### config.mk
export PLATFORM = sky130hd
export DESIGN_NAME = msi_cache_controller_flat
export DESIGN_NICKNAME = d
export VERILOG_FILES = /design/src/rtl/msi_cache_controller_pkg.sv /design/src/rtl/msi_cache_controller_if.sv /design/src/rtl/msi_cache_controller_snoop_logic.sv /design/src/rtl/msi_cache_controller.sv /design/src/flat_wrapper.sv
export SDC_FILE = /design/constraint.sdc
export NUM_CORES = 1
export LEC_CHECK = 0
export ABC_AREA = 1
export BUFFER_PORTS_ARGS = -buffer_cell sky130_fd_sc_hd__clkbuf_2
export CAP_MARGIN = 5
export CORE_AREA = 2 2 94 60
export DETAILED_ROUTE_END_ITERATION = 12
export DIE_AREA = 0 0 96 62
export GPL_TIMING_DRIVEN = 0
export PLACE_DENSITY = 0.85
export SLEW_MARGIN = 20
export SYNTH_ARGS = -nofsm -noshare
export SYNTH_HDL_FRONTEND = slang
export SYNTH_SLANG_ARGS = --single-unit
export TNS_END_PERCENT = 100
### constraint.sdc
create_clock -name i_clk -period 3.5 [get_ports i_clk]
set_input_delay 0.175 -clock i_clk [delete_from_list [all_inputs] [get_ports i_clk]]
set_output_delay 0.175 -clock i_clk [all_outputs]
set_load 0.05 [all_outputs]
### src/rtl/msi_cache_controller_pkg.sv
// Shared encodings for the MSI cache controller: line states, bus commands, FSM states.
package msi_cache_controller_pkg;

  localparam int unsigned LST_W = 2;
  localparam int unsigned CMD_W = 2;
  localparam int unsigned FSM_W = 3;

  localparam logic [LST_W-1:0] MSI_I = 2'b00;
  localparam logic [LST_W-1:0] MSI_S = 2'b01;
  localparam logic [LST_W-1:0] MSI_M = 2'b10;

  localparam logic [CMD_W-1:0] CMD_NONE  = 2'b00;
  localparam logic [CMD_W-1:0] CMD_BUSRD = 2'b01;
  localparam logic [CMD_W-1:0] CMD_RDX   = 2'b10;
  localparam logic [CMD_W-1:0] CMD_WB    = 2'b11;

  localparam logic [FSM_W-1:0] ST_IDLE   = 3'd0;
  localparam logic [FSM_W-1:0] ST_LOOKUP = 3'd1;
  localparam logic [FSM_W-1:0] ST_WB     = 3'd2;
  localparam logic [FSM_W-1:0] ST_MISS   = 3'd3;
  localparam logic [FSM_W-1:0] ST_FILL   = 3'd4;
  localparam logic [FSM_W-1:0] ST_SNOOP  = 3'd5;

  // Encoding 11 is reserved and behaves as Invalid.
  function automatic logic msi_is_valid(input logic [LST_W-1:0] st);
    return (st == MSI_S) || (st == MSI_M);
  endfunction

endpackage

### src/rtl/msi_cache_controller_if.sv
// CPU, line-array, shared-bus and snoop signals of one MSI cache controller.
interface msi_cache_controller_if
  import msi_cache_controller_pkg::*;
#(
  parameter int unsigned ADDR_W = 3,
  parameter int unsigned DATA_W = 4,
  parameter int unsigned IDX_W  = 1
);
  logic              cpu_req;
  logic              cpu_we;
  logic [ADDR_W-1:0] cpu_addr;
  logic [DATA_W-1:0] cpu_wdata;
  logic              cpu_ready;
  logic [DATA_W-1:0] cpu_rdata;

  logic [IDX_W-1:0]  line_idx;
  logic [LST_W-1:0]  line_state_in;
  logic [ADDR_W-1:0] line_addr_in;
  logic [DATA_W-1:0] line_data_in;
  logic              line_write;
  logic [LST_W-1:0]  line_state;
  logic [ADDR_W-1:0] line_addr;
  logic [DATA_W-1:0] line_data;

  logic              bus_req;
  logic              bus_gnt;
  logic [CMD_W-1:0]  bus_cmd;
  logic [ADDR_W-1:0] bus_addr;
  logic [DATA_W-1:0] bus_wdata;
  logic [DATA_W-1:0] bus_rdata;
  logic              bus_done;

  logic              snoop_valid;
  logic [CMD_W-1:0]  snoop_cmd;
  logic [ADDR_W-1:0] snoop_addr;
  logic              snoop_flush;
  logic [DATA_W-1:0] snoop_data;

  modport master (
    input  cpu_req, cpu_we, cpu_addr, cpu_wdata,
    output cpu_ready, cpu_rdata,
    output line_idx, line_write, line_state, line_addr, line_data,
    input  line_state_in, line_addr_in, line_data_in,
    output bus_req, bus_cmd, bus_addr, bus_wdata,
    input  bus_gnt, bus_rdata, bus_done,
    input  snoop_valid, snoop_cmd, snoop_addr,
    output snoop_flush, snoop_data
  );

  modport slave (
    output cpu_req, cpu_we, cpu_addr, cpu_wdata,
    input  cpu_ready, cpu_rdata,
    input  line_idx, line_write, line_state, line_addr, line_data,
    output line_state_in, line_addr_in, line_data_in,
    input  bus_req, bus_cmd, bus_addr, bus_wdata,
    output bus_gnt, bus_rdata, bus_done,
    output snoop_valid, snoop_cmd, snoop_addr,
    input  snoop_flush, snoop_data
  );
endinterface

### src/rtl/msi_cache_controller_snoop_logic.sv
// Snoop response for one line: whether it changes, its new MSI state, and whether to flush.
module msi_cache_controller_snoop_logic
  import msi_cache_controller_pkg::*;
#(
  parameter int unsigned ADDR_W = 3
) (
  input  logic [LST_W-1:0]  i_line_state,
  input  logic [ADDR_W-1:0] i_line_addr,
  input  logic [CMD_W-1:0]  i_snoop_cmd,
  input  logic [ADDR_W-1:0] i_snoop_addr,
  output logic              o_write_c,
  output logic [LST_W-1:0]  o_state_c,
  output logic              o_flush_c
);

  always_comb begin
    o_write_c = 1'b0;
    o_state_c = i_line_state;
    o_flush_c = 1'b0;
    if (msi_is_valid(i_line_state) && (i_line_addr == i_snoop_addr)) begin
      if ((i_line_state == MSI_M) && (i_snoop_cmd == CMD_BUSRD)) begin
        o_write_c = 1'b1;
        o_state_c = MSI_S;
        o_flush_c = 1'b1;
      end else if ((i_line_state == MSI_M) && (i_snoop_cmd == CMD_RDX)) begin
        o_write_c = 1'b1;
        o_state_c = MSI_I;
        o_flush_c = 1'b1;
      end else if ((i_line_state == MSI_S) && (i_snoop_cmd == CMD_RDX)) begin
        o_write_c = 1'b1;
        o_state_c = MSI_I;
      end
    end
  end

endmodule

### src/rtl/msi_cache_controller.sv
// MSI snooping controller for a direct-mapped line array: CPU hits/misses, write-backs, snoops.
module msi_cache_controller
  import msi_cache_controller_pkg::*;
#(
  parameter int unsigned ADDR_W = 3,
  parameter int unsigned DATA_W = 4,
  parameter int unsigned IDX_W  = 1
) (
  input logic                    i_clk,
  input logic                    i_rst,
  msi_cache_controller_if.master io_if
);

  logic [FSM_W-1:0]  r_state, w_state_n, r_ret, w_ret_n;
  logic              r_we, w_we_n;
  logic [ADDR_W-1:0] r_addr, w_addr_n;
  logic [DATA_W-1:0] r_wdata, w_wdata_n, r_fill, w_fill_n;
  logic [CMD_W-1:0]  r_snp_cmd, w_snp_cmd_n;
  logic [ADDR_W-1:0] r_snp_addr, w_snp_addr_n;

  logic              r_cpu_ready, w_cpu_ready_n;
  logic [DATA_W-1:0] r_cpu_rdata, w_cpu_rdata_n;
  logic [IDX_W-1:0]  r_line_idx, w_line_idx_n;
  logic              r_line_write, w_line_write_n;
  logic [LST_W-1:0]  r_line_state, w_line_state_n;
  logic [ADDR_W-1:0] r_line_addr, w_line_addr_n;
  logic [DATA_W-1:0] r_line_data, w_line_data_n;
  logic              r_bus_req, w_bus_req_n;
  logic [CMD_W-1:0]  r_bus_cmd, w_bus_cmd_n;
  logic [ADDR_W-1:0] r_bus_addr, w_bus_addr_n;
  logic [DATA_W-1:0] r_bus_wdata, w_bus_wdata_n;
  logic              r_snoop_flush, w_snoop_flush_n;
  logic [DATA_W-1:0] r_snoop_data, w_snoop_data_n;

  logic              w_hit, w_take, w_affect;
  logic              w_snp_wr, w_snp_flush;
  logic [LST_W-1:0]  w_snp_state;

  msi_cache_controller_snoop_logic #(.ADDR_W(ADDR_W)) u_snoop (
    .i_line_state (io_if.line_state_in),
    .i_line_addr  (io_if.line_addr_in),
    .i_snoop_cmd  (r_snp_cmd),
    .i_snoop_addr (r_snp_addr),
    .o_write_c    (w_snp_wr),
    .o_state_c    (w_snp_state),
    .o_flush_c    (w_snp_flush)
  );

  assign w_hit    = msi_is_valid(io_if.line_state_in) && (io_if.line_addr_in == r_addr);
  assign w_affect = w_snp_wr && (r_snp_addr[IDX_W-1:0] == r_addr[IDX_W-1:0]);
  // Snoops seen while we own the bus (gnt/done) are our own transaction echoed back.
  assign w_take   = io_if.snoop_valid &&
                    ((r_state == ST_IDLE) || (r_state == ST_LOOKUP) ||
                     (((r_state == ST_WB) || (r_state == ST_MISS)) &&
                      !io_if.bus_gnt && !io_if.bus_done));

  // Next state and registered outputs; line_idx keeps pointing at a line until its write lands.
  always_comb begin
    w_state_n       = r_state;
    w_ret_n         = r_ret;
    w_we_n          = r_we;
    w_addr_n        = r_addr;
    w_wdata_n       = r_wdata;
    w_fill_n        = r_fill;
    w_snp_cmd_n     = r_snp_cmd;
    w_snp_addr_n    = r_snp_addr;
    w_cpu_ready_n   = 1'b0;
    w_cpu_rdata_n   = r_cpu_rdata;
    w_line_idx_n    = r_line_idx;
    w_line_write_n  = 1'b0;
    w_line_state_n  = r_line_state;
    w_line_addr_n   = r_line_addr;
    w_line_data_n   = r_line_data;
    w_bus_req_n     = r_bus_req;
    w_bus_cmd_n     = r_bus_cmd;
    w_bus_addr_n    = r_bus_addr;
    w_bus_wdata_n   = r_bus_wdata;
    w_snoop_flush_n = 1'b0;
    w_snoop_data_n  = r_snoop_data;

    if (w_take) begin
      w_snp_cmd_n  = io_if.snoop_cmd;
      w_snp_addr_n = io_if.snoop_addr;
      w_line_idx_n = io_if.snoop_addr[IDX_W-1:0];
      w_ret_n      = ((r_state == ST_WB) || (r_state == ST_MISS)) ? r_state : ST_IDLE;
      w_state_n    = ST_SNOOP;
    end else begin
      case (r_state)
        ST_IDLE: begin
          if (io_if.cpu_req && !r_cpu_ready) begin
            w_we_n       = io_if.cpu_we;
            w_addr_n     = io_if.cpu_addr;
            w_wdata_n    = io_if.cpu_wdata;
            w_line_idx_n = io_if.cpu_addr[IDX_W-1:0];
            w_state_n    = ST_LOOKUP;
          end
        end
        ST_LOOKUP: begin
          if (w_hit && !r_we) begin
            w_cpu_ready_n = 1'b1;
            w_cpu_rdata_n = io_if.line_data_in;
            w_state_n     = ST_IDLE;
          end else if (w_hit && (io_if.line_state_in == MSI_M)) begin
            w_line_write_n = 1'b1;
            w_line_state_n = MSI_M;
            w_line_addr_n  = r_addr;
            w_line_data_n  = r_wdata;
            w_cpu_ready_n  = 1'b1;
            w_state_n      = ST_IDLE;
          end else if (!w_hit && (io_if.line_state_in == MSI_M)) begin
            w_bus_req_n   = 1'b1;
            w_bus_cmd_n   = CMD_WB;
            w_bus_addr_n  = io_if.line_addr_in;
            w_bus_wdata_n = io_if.line_data_in;
            w_state_n     = ST_WB;
          end else begin
            w_bus_req_n  = 1'b1;
            w_bus_cmd_n  = r_we ? CMD_RDX : CMD_BUSRD;
            w_bus_addr_n = r_addr;
            w_state_n    = ST_MISS;
          end
        end
        ST_WB: begin
          if (io_if.bus_done) begin
            w_line_write_n = 1'b1;
            w_line_state_n = MSI_I;
            w_line_addr_n  = r_bus_addr;
            w_line_data_n  = r_bus_wdata;
            w_line_idx_n   = r_addr[IDX_W-1:0];
            w_bus_req_n    = 1'b0;
            w_bus_cmd_n    = CMD_NONE;
            w_state_n      = ST_MISS;
          end
        end
        ST_MISS: begin
          if (io_if.bus_done) begin
            w_fill_n     = io_if.bus_rdata;
            w_line_idx_n = r_addr[IDX_W-1:0];
            w_bus_req_n  = 1'b0;
            w_bus_cmd_n  = CMD_NONE;
            w_state_n    = ST_FILL;
          end else if (!r_bus_req) begin
            w_bus_req_n  = 1'b1;
            w_bus_cmd_n  = r_we ? CMD_RDX : CMD_BUSRD;
            w_bus_addr_n = r_addr;
          end
        end
        ST_FILL: begin
          w_line_write_n = 1'b1;
          w_line_state_n = r_we ? MSI_M : MSI_S;
          w_line_addr_n  = r_addr;
          w_line_data_n  = r_we ? r_wdata : r_fill;
          w_cpu_ready_n  = 1'b1;
          if (!r_we) w_cpu_rdata_n = r_fill;
          w_state_n      = ST_IDLE;
        end
        ST_SNOOP: begin
          w_line_write_n  = w_snp_wr;
          w_line_state_n  = w_snp_state;
          w_line_addr_n   = io_if.line_addr_in;
          w_line_data_n   = io_if.line_data_in;
          w_snoop_flush_n = w_snp_flush;
          w_snoop_data_n  = io_if.line_data_in;
          // A changed victim/target line invalidates the pending plan: abandon and look up again.
          if (((r_ret == ST_WB) || (r_ret == ST_MISS)) && !w_affect) begin
            w_state_n = r_ret;
          end else begin
            if ((r_ret == ST_WB) || (r_ret == ST_MISS)) begin
              w_bus_req_n = 1'b0;
              w_bus_cmd_n = CMD_NONE;
            end
            w_state_n = ST_IDLE;
          end
        end
        default: w_state_n = ST_IDLE;
      endcase
    end
  end

  always_ff @(posedge i_clk or posedge i_rst) begin
    if (i_rst) begin
      r_state       <= ST_IDLE;
      r_ret         <= ST_IDLE;
      r_we          <= 1'b0;
      r_addr        <= '0;
      r_wdata       <= '0;
      r_fill        <= '0;
      r_snp_cmd     <= CMD_NONE;
      r_snp_addr    <= '0;
      r_cpu_ready   <= 1'b0;
      r_cpu_rdata   <= '0;
      r_line_idx    <= '0;
      r_line_write  <= 1'b0;
      r_line_state  <= MSI_I;
      r_line_addr   <= '0;
      r_line_data   <= '0;
      r_bus_req     <= 1'b0;
      r_bus_cmd     <= CMD_NONE;
      r_bus_addr    <= '0;
      r_bus_wdata   <= '0;
      r_snoop_flush <= 1'b0;
      r_snoop_data  <= '0;
    end else begin
      r_state       <= w_state_n;
      r_ret         <= w_ret_n;
      r_we          <= w_we_n;
      r_addr        <= w_addr_n;
      r_wdata       <= w_wdata_n;
      r_fill        <= w_fill_n;
      r_snp_cmd     <= w_snp_cmd_n;
      r_snp_addr    <= w_snp_addr_n;
      r_cpu_ready   <= w_cpu_ready_n;
      r_cpu_rdata   <= w_cpu_rdata_n;
      r_line_idx    <= w_line_idx_n;
      r_line_write  <= w_line_write_n;
      r_line_state  <= w_line_state_n;
      r_line_addr   <= w_line_addr_n;
      r_line_data   <= w_line_data_n;
      r_bus_req     <= w_bus_req_n;
      r_bus_cmd     <= w_bus_cmd_n;
      r_bus_addr    <= w_bus_addr_n;
      r_bus_wdata   <= w_bus_wdata_n;
      r_snoop_flush <= w_snoop_flush_n;
      r_snoop_data  <= w_snoop_data_n;
    end
  end

  assign io_if.cpu_ready   = r_cpu_ready;
  assign io_if.cpu_rdata   = r_cpu_rdata;
  assign io_if.line_idx    = r_line_idx;
  assign io_if.line_write  = r_line_write;
  assign io_if.line_state  = r_line_state;
  assign io_if.line_addr   = r_line_addr;
  assign io_if.line_data   = r_line_data;
  assign io_if.bus_req     = r_bus_req;
  assign io_if.bus_cmd     = r_bus_cmd;
  assign io_if.bus_addr    = r_bus_addr;
  assign io_if.bus_wdata   = r_bus_wdata;
  assign io_if.snoop_flush = r_snoop_flush;
  assign io_if.snoop_data  = r_snoop_data;

endmodule
### src/flat_wrapper.sv
// flat-port wrapper written by rule: the top's interface ports become plain ports
module msi_cache_controller_flat import msi_cache_controller_pkg::*;
#(
  parameter int unsigned ADDR_W = 3,
  parameter int unsigned DATA_W = 4,
  parameter int unsigned IDX_W  = 1
)
  (i_clk, i_rst, io_if_cpu_req, io_if_cpu_we, io_if_cpu_addr, io_if_cpu_wdata, io_if_cpu_ready, io_if_cpu_rdata, io_if_line_idx, io_if_line_write, io_if_line_state, io_if_line_addr, io_if_line_data, io_if_line_state_in, io_if_line_addr_in, io_if_line_data_in, io_if_bus_req, io_if_bus_cmd, io_if_bus_addr, io_if_bus_wdata, io_if_bus_gnt, io_if_bus_rdata, io_if_bus_done, io_if_snoop_valid, io_if_snoop_cmd, io_if_snoop_addr, io_if_snoop_flush, io_if_snoop_data);
  msi_cache_controller_if #(.ADDR_W(ADDR_W), .DATA_W(DATA_W), .IDX_W(IDX_W)) io_if_i ();
  input logic i_clk;
  input logic i_rst;
  input wire logic [$bits(io_if_i.cpu_req)-1:0] io_if_cpu_req;
  input wire logic [$bits(io_if_i.cpu_we)-1:0] io_if_cpu_we;
  input wire logic [$bits(io_if_i.cpu_addr)-1:0] io_if_cpu_addr;
  input wire logic [$bits(io_if_i.cpu_wdata)-1:0] io_if_cpu_wdata;
  output wire logic [$bits(io_if_i.cpu_ready)-1:0] io_if_cpu_ready;
  output wire logic [$bits(io_if_i.cpu_rdata)-1:0] io_if_cpu_rdata;
  output wire logic [$bits(io_if_i.line_idx)-1:0] io_if_line_idx;
  output wire logic [$bits(io_if_i.line_write)-1:0] io_if_line_write;
  output wire logic [$bits(io_if_i.line_state)-1:0] io_if_line_state;
  output wire logic [$bits(io_if_i.line_addr)-1:0] io_if_line_addr;
  output wire logic [$bits(io_if_i.line_data)-1:0] io_if_line_data;
  input wire logic [$bits(io_if_i.line_state_in)-1:0] io_if_line_state_in;
  input wire logic [$bits(io_if_i.line_addr_in)-1:0] io_if_line_addr_in;
  input wire logic [$bits(io_if_i.line_data_in)-1:0] io_if_line_data_in;
  output wire logic [$bits(io_if_i.bus_req)-1:0] io_if_bus_req;
  output wire logic [$bits(io_if_i.bus_cmd)-1:0] io_if_bus_cmd;
  output wire logic [$bits(io_if_i.bus_addr)-1:0] io_if_bus_addr;
  output wire logic [$bits(io_if_i.bus_wdata)-1:0] io_if_bus_wdata;
  input wire logic [$bits(io_if_i.bus_gnt)-1:0] io_if_bus_gnt;
  input wire logic [$bits(io_if_i.bus_rdata)-1:0] io_if_bus_rdata;
  input wire logic [$bits(io_if_i.bus_done)-1:0] io_if_bus_done;
  input wire logic [$bits(io_if_i.snoop_valid)-1:0] io_if_snoop_valid;
  input wire logic [$bits(io_if_i.snoop_cmd)-1:0] io_if_snoop_cmd;
  input wire logic [$bits(io_if_i.snoop_addr)-1:0] io_if_snoop_addr;
  output wire logic [$bits(io_if_i.snoop_flush)-1:0] io_if_snoop_flush;
  output wire logic [$bits(io_if_i.snoop_data)-1:0] io_if_snoop_data;
  assign io_if_i.cpu_req = io_if_cpu_req;
  assign io_if_i.cpu_we = io_if_cpu_we;
  assign io_if_i.cpu_addr = io_if_cpu_addr;
  assign io_if_i.cpu_wdata = io_if_cpu_wdata;
  assign io_if_cpu_ready = io_if_i.cpu_ready;
  assign io_if_cpu_rdata = io_if_i.cpu_rdata;
  assign io_if_line_idx = io_if_i.line_idx;
  assign io_if_line_write = io_if_i.line_write;
  assign io_if_line_state = io_if_i.line_state;
  assign io_if_line_addr = io_if_i.line_addr;
  assign io_if_line_data = io_if_i.line_data;
  assign io_if_i.line_state_in = io_if_line_state_in;
  assign io_if_i.line_addr_in = io_if_line_addr_in;
  assign io_if_i.line_data_in = io_if_line_data_in;
  assign io_if_bus_req = io_if_i.bus_req;
  assign io_if_bus_cmd = io_if_i.bus_cmd;
  assign io_if_bus_addr = io_if_i.bus_addr;
  assign io_if_bus_wdata = io_if_i.bus_wdata;
  assign io_if_i.bus_gnt = io_if_bus_gnt;
  assign io_if_i.bus_rdata = io_if_bus_rdata;
  assign io_if_i.bus_done = io_if_bus_done;
  assign io_if_i.snoop_valid = io_if_snoop_valid;
  assign io_if_i.snoop_cmd = io_if_snoop_cmd;
  assign io_if_i.snoop_addr = io_if_snoop_addr;
  assign io_if_snoop_flush = io_if_i.snoop_flush;
  assign io_if_snoop_data = io_if_i.snoop_data;
  msi_cache_controller #(.ADDR_W(ADDR_W), .DATA_W(DATA_W), .IDX_W(IDX_W)) u_core (.i_clk(i_clk), .i_rst(i_rst), .io_if(io_if_i));
endmodule
=== Word level (Yosys, flattened, before mapping) ===
Cells that the tools add are included.
Widths: inputs -> output; s select.

* Logic and storage cells: 169
* Bits in read-only memories: 0
* Latch bits: 0
* Memory bits (writable): 0
* Memories: 0
* Bits of input ports: 32
* Bits in registers: 54

* Mux-type cells: 73
* Add/subtract/negate cells: 0
* Reduce and logical (&&, ||, !) cells: 43
* $lt $le $gt $ge: 0
* Shifts and indexed selects: 0
* Eq/ne operators: 29
* Multiply operators: 0
* Bitwise logic cells: 3
* Div/mod/pow operators: 0

{| class="wikitable"
|+ Operators with widths
! operator !! number
|-
| $mux 3 || 16
|-
| $mux 2 || 15
|-
| $mux 1 || 25
|-
| $mux 4 || 6
|-
| $ne 2x2->1 const B || 9
|-
| $pmux 2 s4 || 2
|-
| $pmux 4 s4 || 1
|-
| $pmux 3 s5 || 1
|-
| $logic_and 1x1->1 || 14
|-
| $eq 3x2->1 const B || 4
|-
| $pmux 3 s4 || 1
|-
| $reduce_and 3->1 || 4
|-
| $reduce_and 5->1 || 2
|-
| $ne 3x2->1 const B || 3
|-
| $pmux 1 s4 || 2
|-
| $pmux 4 s2 || 1
|-
| $reduce_and 8->1 || 1
|-
| $reduce_bool 4->1 || 2
|-
| $reduce_and 7->1 || 1
|-
| $eq 3x3->1 || 2
|-
| $eq 3x3->1 const B || 2
|-
| $logic_not 1->1 || 6
|-
| $pmux 3 s2 || 1
|-
| $reduce_and 6->1 || 1
|-
| 16 further kinds || 26
|}

=== Logic depth before layout (Yosys ltp) ===
Gate-level depths: netlist of run 1.

* Depth after elaboration: 12
* Depth in mapped cells: 13
* Depth with buffers taken out: 13

=== By module ===
Synthesis of run 1 repeated with hierarchy kept, for this count alone.

* Cell total of the unflattened synthesis: 406
* Area total of the unflattened synthesis: 3022.9 um2

{| class="wikitable"
|+ Modules (own cells, without submodules)
! module !! instances !! seq. area each (um2) !! cells each !! area an instance (um2)
|-
| msi_cache_controller || 1 || 1351.3 || 354 || 2790.2
|-
| msi_cache_controller_snoop_logic || 1 || 0.0 || 52 || 232.7
|}

=== Least setup slack after synthesis of run 1 ===
Ideal clock, no wire load.

* Kind: flip-flop to flip-flop
* Start point: register u_core.r_state[2]
* End point: register u_core.r_line_state[0] (netlist: u_core.io_if.line_state[0])
* Library setup time: 0.127 ns
* Setup slack: 1.906 ns
* Required time: 3.373 ns
* Cell stages (with the launch flop): 12
* Path buffers: 1
* Data arrival time: 1.467 ns
* Period minus slack after synthesis: 1.594 ns
* Cells stage by stage: dfrtp_1 -> inv_4 -> nand3_2 -> inv_2 -> nor2_8 -> nand2_1 -> nand2_1 -> nor2_2 -> nand2_4 -> buf_6 -> nand2_1 -> nand3b_1

* Cells in the longest elaborated chain, start to end: 8

{| class="wikitable"
|+ Ends and longest elaborated chain
! item !! line !! source
|-
| start: declaration || msi_cache_controller.sv:14 || <nowiki>logic [FSM_W-1:0] r_state, w_state_n, r_ret, w_ret_n;</nowiki>
|-
| start signal: assignment || msi_cache_controller.sv:204 || <nowiki>r_state <= w_state_n;</nowiki>
|-
| $eq 3x2->1, on equally long branches || msi_cache_controller.sv:54, msi_cache_controller.sv:88 ||
|-
| $logic_or 1x1->1 || msi_cache_controller.sv:54 || <nowiki>(((r_state == ST_WB) || (r_state == ST_MISS)) &&</nowiki>
|-
| $logic_and 1x1->1 || msi_cache_controller.sv:54 ||
|-
| $logic_and 1x1->1 || msi_cache_controller.sv:55 || <nowiki>!io_if.bus_gnt && !io_if.bus_done));</nowiki>
|-
| $logic_or 1x1->1 || msi_cache_controller.sv:53 || <nowiki>((r_state == ST_IDLE) || (r_state == ST_LOOKUP) ||</nowiki>
|-
| $logic_and 1x1->1 || msi_cache_controller.sv:52 || <nowiki>assign w_take = io_if.snoop_valid &&</nowiki>
|-
| $not 1->1 (no source line) || n/a ||
|-
| $reduce_and 5->1 (no source line) || n/a ||
|-
| end signal: assignment || msi_cache_controller.sv:216 || <nowiki>r_line_state <= w_line_state_n;</nowiki>
|-
| end: declaration || msi_cache_controller.sv:25 || <nowiki>logic [LST_W-1:0] r_line_state, w_line_state_n;</nowiki>
|}

Parallel ways exist; a longest one is shown, timed or not.
A chain may end at the register's enable or synchronous reset.

=== Final worst setup path of run 1 ===
* Start point: register u_core.r_state[1]
* End point: register u_core.r_cpu_rdata[3] (netlist: u_core.io_if.cpu_rdata[3])

* Cells in the longest elaborated chain, start to end: 8

{| class="wikitable"
|+ Ends and longest elaborated chain
! item !! line !! source
|-
| $eq 3x2->1 || msi_cache_controller.sv:54 ||
|-
| $logic_or 1x1->1 || msi_cache_controller.sv:54 ||
|-
| $logic_and 1x1->1 || msi_cache_controller.sv:54 ||
|-
| $logic_and 1x1->1 || msi_cache_controller.sv:55 ||
|-
| $logic_or 1x1->1 || msi_cache_controller.sv:53 ||
|-
| $logic_and 1x1->1 || msi_cache_controller.sv:52 ||
|-
| $not 1->1 (no source line) || n/a ||
|-
| $reduce_and 4->1 (no source line) || n/a ||
|-
| end signal: assignment || msi_cache_controller.sv:213 || <nowiki>r_cpu_rdata <= w_cpu_rdata_n;</nowiki>
|-
| end: declaration || msi_cache_controller.sv:22 || <nowiki>logic [DATA_W-1:0] r_cpu_rdata, w_cpu_rdata_n;</nowiki>
|}

Parallel ways exist; a longest one is shown, timed or not.

==> summary.txt, run 1 <==
Final layout
  • Fraction of final layout cells with drive strength greater than 1: between 20% and 30%
  • Layout fillers: 470
  • Layout Area Growth over Synthesis: 17.8%
  • Post-route non-filler standard cell count: around 530
  • Share of the core filled with cells in the final layout: 65.9%
  • Design area: 3440 um^2
  • Post-layout net count: roughly 500
  • Diode count: 0

STA
  • Final Hold Slack: 0.0607 ns
  • Maximum clock frequency: about 530 MHz
  • Post-Route Skew: 0.0122 ns
  • Clock period minus final worst setup slack: 1.88 ns
  • Unrepaired setup endpoints after global routing: false
  • Final critical-path share of the clock period: 53.6%
  • Number of failing setup endpoints in the final timing report: 0
  • Total negative slack: 0 ns
  • Final Hold Violating Endpoints: 0
  • Final WS setup: 1.62 ns
  • Slew of the pin with the lowest slew margin: roughly 0.66 ns
  • Worst slew margin relative to its limit: 56.0%
  • Final Max Slew Viols: 0

Worst setup path
  • R2R depth: 7
  • Worst path arrival time: between 2 and 2.5 ns
  • Reg-to-Reg End: u_core.io_if.cpu_rdata[3]
  • Max stage delay cell, worst path: sky130_fd_sc_hd__dfrtp_1
  • Largest driver fanout on the critical path: 8
  • Worst reg2reg path startpoint: u_core.r_state[1]
  • Critical-path cell list: nor2_1 -> nand2_2 -> inv_1 -> nor2_1 -> a21oi_1 -> nand3_1 -> o21ai_0
  • Most used cell along the critical path: sky130_fd_sc_hd__nor2_1
  • Element type at the critical path start: register
  • Capturing element type of the critical path: register
  • Data required time of the worst path: around 3.7 ns
  • Slack of the worst reg-to-reg path: 1.62 ns
  • Path type of the worst setup path: register to register
  • Largest incremental delay on the critical path: around 0.48 ns

Global route
  • Global-route congestion overflow total: 0
  • Global-route wire length before repair: 11500 um
  • Largest net degree at the start of global routing: 55
  • GRT Resource Usage Total: 26.0%
  • Initial antenna violation count: 0
  • Vias in the first global route: about 2400

Run
  • Total of max-cap violations: 0

Yosys
  • Warnings, synthesis: 0
  • Post-synthesis net count: 427
  • Mean post-synth cell area: 7.44 um^2
  • Cell area after synthesis: 2930 um^2
  • Post-synthesis cell count: 393
  • Fraction of the yosys area taken by sequential cells: 46.2%
  • Unique cell type count in the Yosys netlist: 32
  • Flip-flop and latch count after synthesis: 54

Floorplan
  • Top-level port count: 63
  • Floorplan die width: 96 um
  • Die boundary height: approximately 62 um
  • Area of the core region: 5230 um^2
  • Std-Cell Rows: 21
  • Initial core utilization: around 56%
  • DIE AREA: a little under 6000 um^2

Clock network
  • CTS buffer count: 5
  • CTS tree: done
  • Root Buffer Master: sky130_fd_sc_hd__clkbuf_8
  • CTS Sinks: 54
  • Number of hold buffers added after CTS: 1
  • CTS clock-pin slew for the worst setup and hold paths: 0.10 ns
  • Number of cells upsized or downsized after cts: 0
  • Post-CTS Repair Setup Buffers: 0
  • Clk_lat worst skew: 0.31 ns
  • Clock Tree Buf Depth: 2
  • Count of H-tree levels built during CTS: 2

Hold path
  • Capture endpoint of the worst hold path: u_core.r_fill[1]
  • Startpoint of the tightest hold check path: io_if_bus_rdata[1]
  • Cell depth of the worst hold path: 3
  • Hold Path Class: input port to register

Power and ir drop
  • Power per standard cell area: 1050 nW/um^2
  • Cell leakage power: about 1.9 nW
  • Total power after layout: approximately 3.6 mW
  • Max IR drop VDD: 0.604 mV

Detailed routing
  • DRC: 0
  • Count of antenna-violating nets left after detailed routing: 0
  • Average via count per standard cell: 5.29
  • DR iter-0 viols: 227
  • Drt first pass iters: 5
  • Average wire per standard cell: 14.1 um
  • DR vias: 2821
  • Total length of routed wires: 7520 um

Place
  • Area post-placement: 3320 um^2
  • Post-place setup slack: 1.59 ns
  • Count of input and output buffers: between 60 and 70
  • Post-detail-place hpwl: 5770 um
  • Last weighted congestion value of the routability-driven placer: 0.924
  • Placed cell count: 524

Status
  • Run status: complete, no violations
[worst max path at each step]
stage	from	end	slack, ns	cells after the start
floorplan	u_core.r_state[2]	u_core.io_if.line_state[0]	1.91	11
global placement	i_rst	u_core.io_if.bus_cmd[0]	1.35	2
detailed placement	io_if_line_state_in[0]	u_core.io_if.bus_cmd[0]	1.59	13
CTS	u_core.r_state[2]	u_core.io_if.bus_addr[0]	1.66	6
global route	u_core.r_state[2]	u_core.io_if.bus_addr[0]	1.48	6
finish	u_core.r_state[1]	u_core.io_if.cpu_rdata[3]	1.62	7
[Yosys cell counts, drive strengths merged]
library cell  instances  area [um^2]
a21oi                10         50.1
dfrtp                54         1350
o211ai                1         7.51
a211oi                1         7.51
buf                   3         21.3
o21ai                48          267
a31oi                 3         18.8
nand2               151          579
nand4                 2         12.5
xnor2                 1         8.76
inv                  42          165
mux2                  4         45.0
nor2                 39          194
or2                   1         6.26
clkbuf                2         7.51
nand3                26          140
o22ai                 1         6.26
nand3b                1         7.51
ha                    2         25.0
nor3                  1         5.00
[routing by layer]
| metal | wire [um] | GRT usage, % | up-vias |
|---|---|---|---|
| li1 | - | - | 1395 |
| met1 | 3650 | 39.2 | 1317 |
| met2 | 3190 | 38.3 | 99 |
| met3 | 579 | 5.07 | 10 |
| met4 | 104 | 7.55 | 0 |
| met5 | 0 | 0 | - |
[layout make-up]
type	count	area, um^2	area share, %
clock inverters	2	37.5	1.09
multi-input cells	292	1380	40.1
plain buffers	5	28.8	0.835
repair buffers	63	320	9.30
flip-flops and latches	54	1350	39.2
inverters	42	168	4.87
well taps	69	86.3	2.51
clock buffers	6	72.6	2.11
[where the power goes]
group / leakage, nW / switching (mW) / internal (mW)
sequential: 0.669 / 0.225 / 0.914
clock: 0.0514 / 0.212 / 0.214
combinational: 1.18 / 1.50 / 0.548
[state kept, by name, indices dropped and copies added, names as in the netlist, 2 cells and up]
register,cells
u_core.r_snp_addr,3
u_core.r_state,3
u_core.io_if.snoop_data,4
u_core.io_if.line_data,4
u_core.io_if.line_addr,3
u_core.io_if.bus_wdata,4
u_core.r_fill,4
u_core.r_wdata,4
u_core.r_addr,3
u_core.io_if.bus_addr,3
u_core.r_snp_cmd,2
u_core.io_if.line_state,2
u_core.io_if.bus_cmd,2
u_core.r_ret,3
u_core.io_if.cpu_rdata,4
[critical path, delay by kind of cell, from the launching register on]
| family | cells | cell delay [ns] |
|---|---|---|
| flops | 1 | 0.48 |
| compound gates | 2 | 0.41 |
| buf+inv | 1 | 0.15 |
| simple gates | 4 | 0.74 |
[cells by family (layout without fill, tap and decap cells)]
family	after synthesis	after routing	share of synthesized area, %
AND/OR/NAND/NOR	221	221	32.3
XOR/XNOR	1	1	0.299
adder cells (fa/ha/maj)	2	2	0.855
AO/OA/AOI/OAI	64	64	12.2
multiplexers	4	4	1.54
flip-flops	54	54	46.2
buffers and inverters	47	118	6.63
[placed cells by master, fill, tap and decap left out, types with 3 or more instances in the layout]
cell / instances
sky130_fd_sc_hd__nand2_1: 148
sky130_fd_sc_hd__clkbuf_2: 62
sky130_fd_sc_hd__dfrtp_1: 54
sky130_fd_sc_hd__o21ai_0: 40
sky130_fd_sc_hd__inv_1: 37
sky130_fd_sc_hd__nor2_1: 33
sky130_fd_sc_hd__nand3_1: 24
sky130_fd_sc_hd__a21oi_1: 10
sky130_fd_sc_hd__o21ai_2: 7
sky130_fd_sc_hd__clkbuf_8: 5
sky130_fd_sc_hd__mux2_2: 4
sky130_fd_sc_hd__clkbuf_1: 3
sky130_fd_sc_hd__a31oi_1: 3
sky130_fd_sc_hd__nor2_2: 3
No activity file was read; power rests on OpenSTA's default activity.
==> run 2, diff against run 1 <==
CORE_AREA = 2 2 103 65   (was 2 2 94 60)
DIE_AREA = 0 0 105 67   (was 0 0 96 62)
PLACE_DENSITY = 0.76   (was 0.85)
clock period = 1.7 ns   (was 3.5 ns; I/O delays follow)
==> run 2 against run 1 <==
Global-route usage decreased by 2.6 points. Sequential share of layout area down 2.4 points. Maximum frequency up 11%. First-iteration DRC count grew 0.88%. Clock power is 100% higher. Core utilization shrank 4.5 points. Cell area rose by 7.0%. Largest power group unchanged. Total power grew 110%. Clock skew decreased by 0.0053 ns. Via count is 3.4% higher. Die area grew 18%. Flip-flop and latch count unchanged.
==> summary.txt, run 2 (same netlist as run 1, synthesis figures left out) <==
Detailed routing
  • Total length of routed wires: 7870 um (was 7520 um)
  • Count of antenna-violating nets left after detailed routing: 0 (unchanged)
  • DR iter-0 viols: 229 (was 227)
  • DRC: 0 (unchanged)
  • Average via count per standard cell: 5.16 (was 5.29)
  • Average wire per standard cell: 13.9 um (was 14.1 um)
  • DR vias: 2918 (was 2821)
  • Drt first pass iters: 5 (unchanged)

Clock network
  • CTS buffer count: 5 (unchanged)
  • CTS tree: done (unchanged)
  • CTS Sinks: 54 (unchanged)
  • Clk_lat worst skew: 0.31 ns (about the same)
  • Clock Tree Buf Depth: 2 (unchanged)
  • Count of H-tree levels built during CTS: 2 (unchanged)
  • Root Buffer Master: sky130_fd_sc_hd__clkbuf_8 (unchanged)
  • CTS clock-pin slew for the worst setup and hold paths: 0.10 ns (about the same)

STA
  • Final Max Slew Viols: 0 (unchanged)
  • Unrepaired setup endpoints after global routing: true (was false)
  • Slew of the pin with the lowest slew margin: 0.661 ns (was 0.660 ns)
  • Final critical-path share of the clock period: 99.6% (was 53.6%)
  • Worst slew margin relative to its limit: 55.9% (was 56.0%)
  • Final Hold Slack: 0.00631 ns (was 0.0607 ns)
  • Final Hold Violating Endpoints: 0 (unchanged)
  • Number of failing setup endpoints in the final timing report: 0 (unchanged)
  • Post-Route Skew: 0.00689 ns (was 0.0122 ns)
  • Maximum clock frequency: 590 MHz (was 533 MHz)
  • Clock period minus final worst setup slack: 1.69 ns (was 1.88 ns)

Power and ir drop
  • Internal power: 3.61 mW (was 1.68 mW)
  • Total power after layout: 7.72 mW (was 3.62 mW)
  • Reg power frac: 30.5% (was 31.5%)
  • Clock network power share: 11.1% (was 11.8%)
  • Logic gate share of total power: 58.3% (was 56.7%)
  • Power per standard cell area: 2100 nW/um^2 (was 1050 nW/um^2)
  • Max IR drop VDD: 1.26 mV (was 0.604 mV)
  • Cell leakage power: 1.98 nW (was 1.90 nW)
  • Sw Ratio: 53.2% (was 53.7%)
  • Power dissipated by switching net loads: 4.11 mW (was 1.94 mW)

Worst setup path
  • Slack of the worst reg-to-reg path: 0.006 ns (was 1.62 ns)
  • Reg-to-Reg End: u_core.io_if.line_state[0] (was u_core.io_if.cpu_rdata[3])
  • Largest incremental delay on the critical path: 0.45 ns (was 0.48 ns)
  • Capturing element type of the critical path: register (unchanged)
  • Path type of the worst setup path: register to register (unchanged)
  • Setup crit end: u_core.io_if.line_state[0] (was u_core.io_if.cpu_rdata[3])
  • Worst reg2reg path startpoint: u_core.r_state[2] (was u_core.r_state[1])
  • Element type at the critical path start: register (unchanged)
  • Data required time of the worst path: 1.90 ns (was 3.72 ns)
  • R2R depth: 11 (was 7)
  • Max stage delay cell, worst path: sky130_fd_sc_hd__dfrtp_2 (was sky130_fd_sc_hd__dfrtp_1)
  • Largest driver fanout on the critical path: 10 (was 8)
  • Critical path origin: u_core.r_state[2] (was u_core.r_state[1])
  • Critical-path cell list: inv_4 -> nand3_2 -> inv_6 -> nor2_8 -> nand2_1 -> nand2_1 -> nor2_2 -> nand2_4 -> buf_6 -> nand2_1 -> nand3b_1 (was nor2_1 -> nand2_2 -> inv_1 -> nor2_1 -> a21oi_1 -> nand3_1 -> o21ai_0)
  • Worst path arrival time: 1.89 ns (was 2.10 ns)
  • Most used cell along the critical path: sky130_fd_sc_hd__nand2_1 (was sky130_fd_sc_hd__nor2_1)

Final layout
  • Post-layout net count: 514 (was 497)
  • Diode count: 0 (unchanged)
  • Fraction of final layout cells with drive strength greater than 1: 26.2% (was 21.3%)
  • Most common library cell in the layout ignoring fill and taps: sky130_fd_sc_hd__nand2_1 (unchanged)
  • Leading cell types in the layout, fill and taps excluded: sky130_fd_sc_hd__nand2_1 (147), sky130_fd_sc_hd__clkbuf_2 (62), sky130_fd_sc_hd__dfrtp_1 (50) (was sky130_fd_sc_hd__nand2_1 (148), sky130_fd_sc_hd__clkbuf_2 (62), sky130_fd_sc_hd__dfrtp_1 (54))
  • Layout Area Growth over Synthesis: 26.0% (was 17.8%)

Global route
  • GRT Resource Usage Total: 23.4% (was 26.0%)
  • Global-route congestion overflow total: 0 (unchanged)
  • Vias in the first global route: 2642 (was 2376)
  • Global-route wire length before repair: 12700 um (was 11500 um)
  • Initial antenna violation count: 0 (unchanged)
  • Largest net degree at the start of global routing: 55 (unchanged)

Run
  • Total of max-cap violations: 0 (unchanged)

Floorplan
  • Std-Cell Rows: 22 (was 21)
  • Area of the core region: 6000 um^2 (was 5230 um^2)
  • Floorplan die width: 105 um (was 96 um)
  • DIE AREA: 7040 um^2 (was 5950 um^2)
  • Initial core utilization: 48.7% (was 55.9%)
  • Top-level port count: 63 (unchanged)
  • Die boundary height: 67 um (was 62 um)

Hold path
  • Startpoint of the tightest hold check path: io_if_cpu_wdata[0] (was io_if_bus_rdata[1])
  • Hold Path Class: input port to register (unchanged)

Place
  • Post-detail-place hpwl: 5780 um (was 5770 um)
  • Last weighted congestion value of the routability-driven placer: 0.958 (was 0.924)
  • Count of input and output buffers: 62 (unchanged)

Status
  • Run status: complete, no violations (unchanged)
-- run 2: how the worst min path moves through the flow --
stage	endpoint	cells past startpoint	slack, ns
2_1_floorplan	u_core.r_snp_cmd[0]	2	0.20
3_3_place_gp	u_core.r_fill[3]	3	0.29
3_5_place_dp	u_core.io_if.line_data[3]	2	0.22
4_1_cts	u_core.r_wdata[0]	2	0.006
5_1_grt	u_core.r_wdata[0]	2	0.01
6_report	u_core.r_wdata[0]	2	0.006
-- run 2: metal layers --
layer | vias to the layer above | track usage [%] | part of all wire, %
met4 | 0 | 5.83 | 0.94
met2 | 123 | 33.4 | 41
li1 | 1432 | - | -
met5 | - | 0 | 0
met3 | 10 | 5.58 | 9.6
met1 | 1353 | 35.4 | 48
-- run 2: area by class of cell --
| class | count | area [um^2] |
|---|---|---|
| Fill cell | 568 | 2310 |
| Multi-Input combinational cell | 292 | 1440 |
| Sequential cell | 54 | 1360 |
| Timing Repair Buffer | 80 | 473 |
| Inverter | 42 | 173 |
| Tap cell | 84 | 105 |
| Clock buffer | 6 | 72.6 |
| Clock inverter | 2 | 37.5 |
| Buffer | 5 | 31.3 |
-- run 2: timing repair --
| item | CTS | global route |
|---|---|---|
| endpoints found under the hold margin | 64 | 0 |
| buffers inserted | 7 | 0 |
| pin swaps | 2 | 1 |
| setup endpoints to repair | 30 | 29 |
| hold buffers | 11 | 0 |
| gates resized for setup | 13 | 19 |
-- run 2: worst max-delay path: cells and delay by family (launching register included) --
family / cells / cell delay, ns
AND/OR/NAND/NOR: 8 / 0.68
buffers and inverters: 3 / 0.45
flip-flops: 1 / 0.45
-- run 2: power groups by stage --
stage | clock, mW | combinational (mW) | sequential, mW
after floorplan | 0 | 2.08 | 3.42
after global placement | 0 | 4.11 | 2.35
after detailed placement | 0 | 4.18 | 2.37
after CTS | 0.880 | 4.37 | 2.34
after global routing | 0.937 | 4.90 | 2.42
final | 0.860 | 4.51 | 2.36
-- run 2: per-stage QoR --
| stage | setup WS, ns | utilization, % | setup TNS [ns] | cells | cell area, um^2 |
|---|---|---|---|---|---|
| after floorplan | 0.106 | - | 0 | 393 | 2930 |
| after global placement | -0.386 | 55.7 | -22.23 | 539 | 3340 |
| after detailed placement | -0.135 | 55.7 | -1.92 | 539 | 3340 |
| after CTS | 0.00199 | 60.8 | 0 | 565 | 3650 |
| after global routing | -0.0756 | 61.4 | -0.332 | 565 | 3690 |
| final | 0.00648 | 61.4 | 0 | 565 | 3690 |
